[config.mk]
export PLATFORM = sky130hd
export DESIGN_NAME = fpto_int_wb
export DESIGN_NICKNAME = d
export VERILOG_FILES = /design/src/rtl/fpto_int_wb_pkg.sv /design/src/rtl/fpto_int_wb_fifo.sv /design/src/rtl/fpto_int_wb.sv
export SDC_FILE = /design/constraint.sdc
export NUM_CORES = 1
export LEC_CHECK = 0
export ABC_AREA = 1
export BUFFER_PORTS_ARGS = -buffer_cell sky130_fd_sc_hd__buf_4
export CAP_MARGIN = 20
export CORE_MARGIN = 8
export CORE_UTILIZATION = 35
export DETAILED_ROUTE_END_ITERATION = 16
export GPL_ROUTABILITY_DRIVEN = 0
export PLACE_DENSITY = 0.57
export SYNTH_ARGS = -nofsm -noshare
export SYNTH_HDL_FRONTEND = slang
export SYNTH_SLANG_ARGS = --single-unit
[constraint.sdc]
create_clock -name clk -period 4.3 [get_ports clk]
set_clock_uncertainty 0.15 [all_clocks]
set_input_delay 0.86 -clock clk [delete_from_list [all_inputs] [get_ports clk]]
set_output_delay 0.86 -clock clk [all_outputs]
set_load 0.03 [all_outputs]
[src/rtl/fpto_int_wb_pkg.sv]
// Shared types for the FP-to-INT writeback stage.
// Mask encodings, the buffered entry layout and the mask derivation.
package fpto_int_wb_pkg;

   localparam logic [1:0] MASK_LO   = 2'b01;
   localparam logic [1:0] MASK_HI   = 2'b10;
   localparam logic [1:0] MASK_FULL = 2'b11;

   // Register index width held in each buffered entry.
   localparam int ENT_ADDR_W = 5;

   typedef struct packed {
      logic [ENT_ADDR_W-1:0] addr;
      logic [31:0]           data;
      logic [1:0]            mask;
   } ent_t;

   function automatic logic [1:0] derive_mask(
      input logic src_prec,
      input logic dst_prec,
      input logic dst_pos
   );
      logic [1:0] m;
      if (dst_prec)
         m = MASK_FULL;
      else if (!src_prec)
         m = MASK_FULL;
      else
         m = dst_pos ? MASK_HI : MASK_LO;
      return m;
   endfunction

endpackage

[src/rtl/fpto_int_wb_fifo.sv]
// Entry buffer for the writeback stage: storage, wrap-bit pointers, head port.
// Tail modify port exists only when FPTO_INT_WB_MERGE_EN is defined.
module fpto_int_wb_fifo
   import fpto_int_wb_pkg::*;
#(
   parameter int DEPTH = 4,
   localparam int AW   = $clog2(DEPTH),
   localparam int PW   = AW + 1
) (
   input  logic          clk,
   input  logic          rst_n,
   input  logic          push,
   input  ent_t          push_ent,
   input  logic          pop,
   output ent_t          head,
   output logic          empty,
   output logic          full,
   output logic [PW-1:0] occ
`ifdef FPTO_INT_WB_MERGE_EN
   ,
   output ent_t          tail,
   input  logic          mod_en,
   input  ent_t          mod_ent
`endif
);

   logic [PW-1:0] wptr_q, wptr_d;
   logic [PW-1:0] rptr_q, rptr_d;
   ent_t          mem_q [DEPTH];
   ent_t          mem_d [DEPTH];
   logic [AW-1:0] widx, ridx;

   assign widx = wptr_q[AW-1:0];
   assign ridx = rptr_q[AW-1:0];

`ifdef FPTO_INT_WB_MERGE_EN
   logic [AW-1:0] tidx;
   assign tidx = widx - AW'(1);
   assign tail = mem_q[tidx];
`endif

   always_comb begin
      wptr_d = wptr_q + PW'(push);
      rptr_d = rptr_q + PW'(pop);
      mem_d  = mem_q;
      if (push)
         mem_d[widx] = push_ent;
`ifdef FPTO_INT_WB_MERGE_EN
      else if (mod_en)
         mem_d[tidx] = mod_ent;
`endif
   end

   always_ff @(posedge clk or negedge rst_n) begin
      if (!rst_n) begin
         wptr_q <= '0;
         rptr_q <= '0;
      end else begin
         wptr_q <= wptr_d;
         rptr_q <= rptr_d;
      end
   end

   // Storage is deliberately left out of reset.
   always_ff @(posedge clk) begin
      mem_q <= mem_d;
   end

   assign head  = mem_q[ridx];
   assign empty = (wptr_q == rptr_q);
   assign full  = (widx == ridx) && (wptr_q[AW] != rptr_q[AW]);
   assign occ   = wptr_q - rptr_q;

endmodule

[src/rtl/fpto_int_wb.sv]
// Writeback stage after the FP-to-INT converter: buffers results for the RF port.
// Optional same-register half merging enabled by FPTO_INT_WB_MERGE_EN.
module fpto_int_wb
   import fpto_int_wb_pkg::*;
#(
   parameter int DEPTH  = 4,
   parameter int ADDR_W = ENT_ADDR_W,
   parameter int CNT_W  = 16,
   localparam int OW    = $clog2(DEPTH) + 1
) (
   input  logic              clk,
   input  logic              rst_n,
   input  logic              in_vld,
   input  logic [31:0]       in_data,
   input  logic              in_src_prec,
   input  logic              in_dst_prec,
   input  logic              in_dst_pos,
   input  logic [ADDR_W-1:0] in_dst_addr,
   output logic              wr_vld,
   input  logic              wr_rdy,
   output logic [ADDR_W-1:0] wr_addr,
   output logic [31:0]       wr_data,
   output logic [1:0]        wr_mask,
   output logic [OW-1:0]     occ,
   output logic              ovf,
   input  logic              ovf_clr,
   output logic [CNT_W-1:0]  wr_cnt
);

   ent_t             in_ent, head;
   logic             empty, full, pop, push, drop, merge;
   logic             ovf_q, ovf_d;
   logic [CNT_W-1:0] cnt_q, cnt_d;

   assign in_ent.addr = ENT_ADDR_W'(in_dst_addr);
   assign in_ent.data = in_data;
   assign in_ent.mask = derive_mask(in_src_prec, in_dst_prec, in_dst_pos);

   assign pop = !empty && wr_rdy;

`ifdef FPTO_INT_WB_MERGE_EN
   ent_t tail, mod_ent;

   // Only the newest entry can absorb the other half, and never while it leaves.
   always_comb begin
      merge = in_vld
           && (in_ent.mask != MASK_FULL)
           && !empty
           && !(pop && occ == OW'(1))
           && (tail.addr == in_ent.addr)
           && (tail.mask == ~in_ent.mask);
      mod_ent      = tail;
      mod_ent.mask = MASK_FULL;
      if (in_ent.mask == MASK_HI)
         mod_ent.data[31:16] = in_data[31:16];
      else
         mod_ent.data[15:0] = in_data[15:0];
   end
`else
   assign merge = 1'b0;
`endif

   always_comb begin
      push  = in_vld && !merge && (!full || pop);
      drop  = in_vld && !merge && full && !pop;
      ovf_d = ovf_q;
      if (drop)
         ovf_d = 1'b1;
      else if (ovf_clr)
         ovf_d = 1'b0;
      cnt_d = cnt_q;
      if (pop && cnt_q != '1)
         cnt_d = cnt_q + CNT_W'(1);
   end

   always_ff @(posedge clk or negedge rst_n) begin
      if (!rst_n) begin
         ovf_q <= 1'b0;
         cnt_q <= '0;
      end else begin
         ovf_q <= ovf_d;
         cnt_q <= cnt_d;
      end
   end

   fpto_int_wb_fifo #(.DEPTH(DEPTH)) u_fifo (
      .clk      (clk),
      .rst_n    (rst_n),
      .push     (push),
      .push_ent (in_ent),
      .pop      (pop),
      .head     (head),
      .empty    (empty),
      .full     (full),
      .occ      (occ)
`ifdef FPTO_INT_WB_MERGE_EN
      ,
      .tail     (tail),
      .mod_en   (merge),
      .mod_ent  (mod_ent)
`endif
   );

   assign wr_vld  = !empty;
   assign wr_addr = wr_vld ? ADDR_W'(head.addr) : '0;
   assign wr_data = wr_vld ? head.data : '0;
   assign wr_mask = wr_vld ? head.mask : '0;
   assign ovf     = ovf_q;
   assign wr_cnt  = cnt_q;

endmodule

==> results of run 1 <==
## cells by family (layout without fill, tap and decap cells)
kind of cell / Yosys count / in the layout
AND/OR/NAND/NOR: 275 / 275
flip-flops: 179 / 179
AO/OA/AOI/OAI: 124 / 124
buffers and inverters: 55 / 173
XOR/XNOR: 10 / 10
adder cells (fa/ha/maj): 8 / 8
## final timing paths
| path | start | end | slack, ns |
|---|---|---|---|
| setup reg to reg | u_fifo.wptr_q[0] | u_fifo.mem_q[91] | 1.85 |
| max in group asynchronous | rst_n | u_fifo.rptr_q[1] | 3.56 |
| min in group clk | u_fifo.rptr_q[2] | u_fifo.rptr_q[2] | 0.35 |
| setup / recovery | u_fifo.wptr_q[0] | wr_mask[1] | 0.91 |
| hold / removal | rst_n | wr_cnt[7] | 0.18 |
| hold reg to reg | u_fifo.rptr_q[2] | u_fifo.rptr_q[2] | 0.35 |
## stage by stage
| step | hold WS [ns] | setup WS (ns) |
|---|---|---|
| floorplan | 0.310 | -0.385 |
| global placement | 0.334 | 1.38 |
| detailed placement | 0.341 | 1.29 |
| CTS | 0.172 | 0.843 |
| global route | 0.175 | 0.744 |
| finish | 0.177 | 0.907 |
## synth_stat cells (all sizes together)
| cell type | instances |
|---|---|
| a21oi | 40 |
| buf | 19 |
| clkbuf | 12 |
| dfrtp | 23 |
| edfxtp | 156 |
| fa | 1 |
| ha | 7 |
| inv | 24 |
| nand2 | 82 |
| nand3 | 8 |
| nand3b | 2 |
| nand4 | 3 |
| nor2 | 176 |
| nor3 | 4 |
| o21ai | 84 |
| xnor2 | 4 |
| xor2 | 6 |
## metal layers
metal | part of all wire | GRT usage
met5 | 0.00078 | 0
met3 | 0.070 | 0.0506
met2 | 0.47 | 0.210
met1 | 0.45 | 0.165
met4 | 0.0098 | 0.0362
## final cells by class
| type | count | area share |
|---|---|---|
| timing repair buffer | 118 | 0.0989 |
| sequential | 179 | 0.579 |
| tap | 275 | 0.0379 |
| inverter | 24 | 0.00992 |
| clock inverter | 12 | 0.00923 |
| multi-input combinational | 417 | 0.217 |
| clock buffer | 19 | 0.0477 |
## sequential cells by signal, indices dropped and copies added, names as in the netlist
| name | flops |
|---|---|
| u_fifo.mem_q | 156 |
| u_fifo.wptr_q | 3 |
| wr_cnt | 16 |
| ovf | 1 |
| u_fifo.rptr_q | 3 |
## power by group
part / switching [mW] / internal [mW]
clock network: 0.621 / 0.737
logic: 2.43 / 1.12
registers: 0.110 / 2.28
==> qor.tcl, run 1 <==
set qor(route.detailed.drc) 0
set qor(synth_fp_nets) 704
set qor(period_share) 0.789
set qor(synthCells) 651
set qor(clk_latency_ns) 0.42
set qor(detailed_place_hpwl_microns) 10200
set qor(cts_root_buffer) {clkbuf_16}
set qor(dominant_combinational_cell_family_by_area_after_synthesis) {simple AND/OR/NAND/NOR gates}
set qor(critical_path.top_delay_family) {simple AND/OR/NAND/NOR gates}
set qor(final.fill_count) 1979
set qor(first_global_vias) 4967
set qor(setup_viol_count_final) 0
set qor(drt-vias-per-instance) 4.60
set qor(report.final.hold_viol_count) 0
set qor(cts.path.max_buffers) 2
set qor(diodes) 0
set qor(core_area_sq_um) 21000
set qor(cts_tree) {built}
set qor(timing.critical_path.depth) 7
set qor(number_of_antenna_violations_at_the_first_check_in_global_routing) 1
set qor(finalNetCount) 810
set qor(floorplan.rows) 53
set qor(crit_path_top_delay_cell) {nor2_4}
set qor(grt_util_all_layers) 0.132
set qor(proportion_of_netlist_area_held_by_the_largest_area_contributor) 0.629
set qor(slew-limit-headroom) 0.415
set qor(postRouteWirelength_microns) 16700
set qor(cts.hold.buffers_added) 0
set qor(cp-start-kind) {register}
set qor(placed_cells) 1013
set qor(rsz0062_at_grt) {no}
set qor(area_share_of_xor_xnor_cells_in_the_synthesized_design) 0.0118
set qor(io-pin-count) 105
set qor(worstHoldPathType) {in2async}
set qor(cp.arrival_ns) 2.38
set qor(most-common-layout-cells) {170 x nor2_1, 156 x edfxtp_1, 117 x buf_4}
set qor(numClockSinks) 179
set qor(clock_tree.htree_level_count) 4
set qor(place.port_buffers) 104
set qor(path_buf_inv) 3
set qor(die_height_microns) 162
set qor(worst-slew-pin-transition_ns) 0.877
set qor(path_max_fanout) 25
set qor(post-cts-setup-buffers) 0
set qor(grt_first_pass_wirelength_microns) 26500
set qor(antenna_left) 0
set qor(first_iter_violations) 265
set qor(die_area_sq_um) 26200
set qor(placed_instance_area_sq_um) 8560
set qor(finalNonFillerCells) 1044
set qor(area.growth.synth_to_final_pct) 22.0
set qor(grt_overflow_total) 0
set qor(syn_avg_cell_area_sq_um) 11.4
set qor(synth-warning-count) 0
set qor(grt_max_degree) 80
set qor(yosys.cell_types.count) 26
set qor(synthesis.area_sq_um) 7440
set qor(worst_r2r_path_depth) 8
set qor(starting_utilization_of_the_core_area) 0.355
set qor(most_frequent_standard_cell_in_the_layout_excluding_fill_and_tap_cells) {nor2_1}
set qor(critPathCaptureType) {output port}
set qor(register_area_sq_um) 5260
set qor(synthSimpleGateAreaFrac) 0.150
set qor(max_cap_violations) 0
set qor(synth.ff_latch_count) 179
set qor(drt_pass1_iterations) 4
set qor(period_needed_ns) 3.39
set qor(finalInstanceArea_sq_um) 9080
set qor(drv_slew) 0
set qor(numCtsBuffers) 17
set qor(synth_area_leader_cell) {edfxtp_1}
set qor(cellPowerDensity_nw_per_um2) 804
set qor(finish.utilization) 0.433
set qor(critical_path_class) {reg2out}
set qor(total_power_mw) 7.30
set qor(timing.critical_path.slowest_cell_delay_ns) 0.51
set qor(final.setup.tns_ns) 0
set qor(area_occupied_by_multi_input_gates_sq_um) 1970
set qor(die_width_microns) 162
set qor(synth_area_leaders) {edfxtp_1 63%, nor2_1 8.6%, dfrtp_1 7.7%, o21ai_0 5.6%, nand2_1 4.0%}
set qor(required_ns) 3.29
set qor(max_clock_freq_ghz) 0.295
set qor(detailroute.via_count) 4801
set qor(p_leak_nw) 3.45
set qor(synth.area.mux_share) 0
set qor(status) {completed}
set qor(drive_gt1_frac) 0.217
set qor(yosys.area_share.adder) 0.0145
set qor(synth_compound_area_frac) 0.0849
set qor(path_clk_slew_ns) 0.07
set qor(wl_per_cell_microns) 16.0
set qor(cp_cell_instances) {inv_1 -> ha_1 -> nand2_1 -> nor2_4 -> buf_12 -> a21oi_1 -> buf_4}
set qor(max-vdd-ir-drop_v) 0.000436
set qor(synth-seq-area-share) 0.707
set qor(cts-resized-gates) 0
(Power assumes the default switching activity.)
==> run 2, diff against run 1 <==
==> constraint.sdc (replaced) <==
create_clock -name clk -period 2.83 [get_ports clk]
set_clock_uncertainty 0.15 [all_clocks]
set_input_delay 0.566 -clock clk [delete_from_list [all_inputs] [get_ports clk]]
set_output_delay 0.566 -clock clk [all_outputs]
set_load 0.03 [all_outputs]
==> qor.tcl, run 2 (same netlist as run 1, synthesis figures left out) <==
set qor(first_iter_violations) 306 ;# +15%
set qor(detailed_place_hpwl_microns) 10000 ;# -1.6%
set qor(max_clock_freq_ghz) 0.366
set qor(rsz0062_at_grt) {yes}
set qor(die_height_microns) 162 ;# unchanged
set qor(detailroute.via_count) 4931 ;# +2.7%
set qor(max_cap_violations) 0 ;# unchanged
set qor(numCtsBuffers) 17 ;# unchanged
set qor(worst-slew-pin-transition_ns) 0.541 ;# -0.337 ns
set qor(drt-vias-per-instance) 4.69 ;# +1.9%
set qor(power.share.switching) 0.422 ;# -0.0110
set qor(r2r_slack_ns) 0.62 ;# -1.23 ns
set qor(cts_root_buffer) {clkbuf_16}
set qor(cts_tree) {built}
set qor(required_ns) 2.11 ;# -1.18 ns
set qor(p_leak_nw) 3.56 ;# +3.1%
set qor(period_needed_ns) 2.73
set qor(worstHoldEndpoint) {ovf}
set qor(io-pin-count) 105 ;# unchanged
set qor(slew-limit-headroom) 0.640 ;# +0.224
set qor(finalInstanceArea_sq_um) 9360 ;# +3.1%
set qor(fraction_of_power_consumed_by_the_clock_network) 0.202 ;# +0.016
set qor(cts.path.max_buffers) 2 ;# unchanged
set qor(switching_power_mw) 4.96 ;# +57%
set qor(hp-start) {ovf_clr}
set qor(drv_slew) 0 ;# unchanged
set qor(cp.arrival_ns) 2.02 ;# -0.36 ns
set qor(most-common-layout-cells) {170 x nor2_1, 156 x edfxtp_1, 118 x buf_4}
set qor(grt_overflow_total) 0 ;# unchanged
set qor(path_clk_slew_ns) 0.06 ;# about the same
set qor(cellPowerDensity_nw_per_um2) 1250 ;# +56%
set qor(route.detailed.drc) 0 ;# unchanged
set qor(most_frequent_standard_cell_in_the_layout_excluding_fill_and_tap_cells) {nor2_1}
set qor(floorplan.rows) 53 ;# unchanged
set qor(placed_cells) 1015 ;# +0.20%
set qor(max-vdd-ir-drop_v) 0.000832 ;# +91%
set qor(finalNetCount) 817 ;# +0.86%
set qor(numClockSinks) 179 ;# unchanged
set qor(finalNonFillerCells) 1052 ;# +0.77%
set qor(diodes) 0 ;# unchanged
set qor(critPathCaptureType) {output port}
set qor(drive_gt1_frac) 0.241 ;# +0.0235
set qor(power_report.internal_total_mw) 6.79 ;# +64%
set qor(placed_instance_area_sq_um) 8640 ;# +0.83%
set qor(die_width_microns) 162 ;# unchanged
set qor(path_max_fanout) 15 ;# -40%
set qor(report.final.hold_viol_count) 0 ;# unchanged
set qor(area_occupied_by_multi_input_gates_sq_um) 2040 ;# +3.7%
set qor(timing.rr.end) {u_fifo.mem_q[135]}
set qor(grt_util_all_layers) 0.127 ;# -0.00515
set qor(final.fill_count) 1928 ;# -2.6%
set qor(worstReg2RegStart) {u_fifo.wptr_q[1]}
set qor(wl_per_cell_microns) 15.9 ;# -0.37%
set qor(whs_ns) 0.181 ;# +0.00392 ns
set qor(number_of_antenna_violations_at_the_first_check_in_global_routing) 0 ;# -1
set qor(status) {completed}
set qor(area.growth.synth_to_final_pct) 25.8
set qor(starting_utilization_of_the_core_area) 0.355 ;# unchanged
set qor(drt_pass1_iterations) 4 ;# unchanged
set qor(critical_path_class) {reg2out}
set qor(period_share) 0.966
set qor(register_area_sq_um) 5260 ;# unchanged
set qor(worstHoldPathType) {in2reg}
set qor(clk_latency_ns) 0.42 ;# about the same
set qor(core_area_sq_um) 21000 ;# unchanged
set qor(setup_viol_count_final) 0 ;# unchanged
set qor(grt_max_degree) 55 ;# -31%
set qor(postRouteWirelength_microns) 16800 ;# +0.40%
set qor(antenna_left) 0 ;# unchanged
set qor(pwr-share-comb) 0.487 ;# about the same
set qor(die_area_sq_um) 26200 ;# unchanged
set qor(regMostFlops) {u_fifo.mem_q}
set qor(clock_tree.htree_level_count) 4 ;# unchanged
set qor(first_global_vias) 4842 ;# -2.5%
set qor(grt_first_pass_wirelength_microns) 25900 ;# -2.3%
set qor(largest_register_ffs) 156 ;# unchanged
set qor(worst_r2r_path_depth) 7 ;# -1
set qor(power_frac_seq) 0.311 ;# -0.016
set qor(hold-path-cell-count) 2
set qor(cp-start-kind) {register}
set qor(place.port_buffers) 104 ;# unchanged
==> run 2: changes by cell type in the layout (fill, tap and decap cells not counted), sizes merged <==
cell | before | now
dlygate4sd3 | 0 | 1
inv | 26 | 27
clkinv | 8 | 7
bufinv | 0 | 3
buf | 118 | 122
==> run 2: worst max-delay path by stage <==
| stage | start | end | cells past startpoint |
|---|---|---|---|
| floorplan | u_fifo.rptr_q[1] | u_fifo.mem_q[117] | 8 |
| global placement | u_fifo.wptr_q[0] | wr_data[10] | 7 |
| detailed placement | u_fifo.wptr_q[0] | wr_data[1] | 7 |
| CTS | u_fifo.wptr_q[0] | wr_data[10] | 7 |
| global route | u_fifo.wptr_q[1] | wr_data[18] | 7 |
| finish | u_fifo.wptr_q[1] | wr_data[8] | 7 |
==> run 2: stage by stage <==
step	TNS [ns]	worst slack, ns	total power, mW	util
after floorplan	0	0.000817	7.17	-
after global placement	0	0.358	9.25	0.412
after detailed placement	0	0.324	9.27	0.412
after CTS	0	0.0171	11.7	0.442
after global routing	-0.0826	-0.0136	12.4	0.447
final	0	0.0952	11.7	0.447
==> run 2: what timing repair did <==
action,CTS,global route
hold endpoints to repair,23,0
setup endpoints to repair,40,20
pin swaps,0,0
cloned,0,1
hold buffers,1,0
resized for setup,3,11
setup buffers,0,3
==> run 2: final cells by class <==
class / instances / area share
Inverter: 24 / 0.00989
Tap cell: 275 / 0.0367
Clock inverter: 15 / 0.0192
Sequential cell: 179 / 0.562
Multi-Input combinational cell: 417 / 0.218
Timing Repair Buffer: 125 / 0.108
Clock buffer: 17 / 0.0454
==> run 2: layer usage <==
layer	track usage	up-vias	wire (microns)
met5	0	-	0
met4	0.0404	0	145
met3	0.0349	13	904
met2	0.205	118	7960
met1	0.163	2339	7750
li1	-	2461	-
==> run 2: power by group through the flow <==
stage,Combinational [mW],Sequential [mW],Clock [mW]
floorplan,3.42,3.75,0
global placement,5.55,3.70,0
detailed placement,5.57,3.71,0
CTS,5.59,3.66,2.42
global route,6.19,3.71,2.52
finish,5.72,3.66,2.37
==> run 2: worst max-delay path, stage by stage (launching register included) <==
cell       delay [ns]
dfrtp_1          0.47
ha_1             0.33
nand2_2          0.07
nor2_4           0.18
buf_12           0.13
clkbuf_16        0.18
a21oi_2          0.05
buf_4            0.18
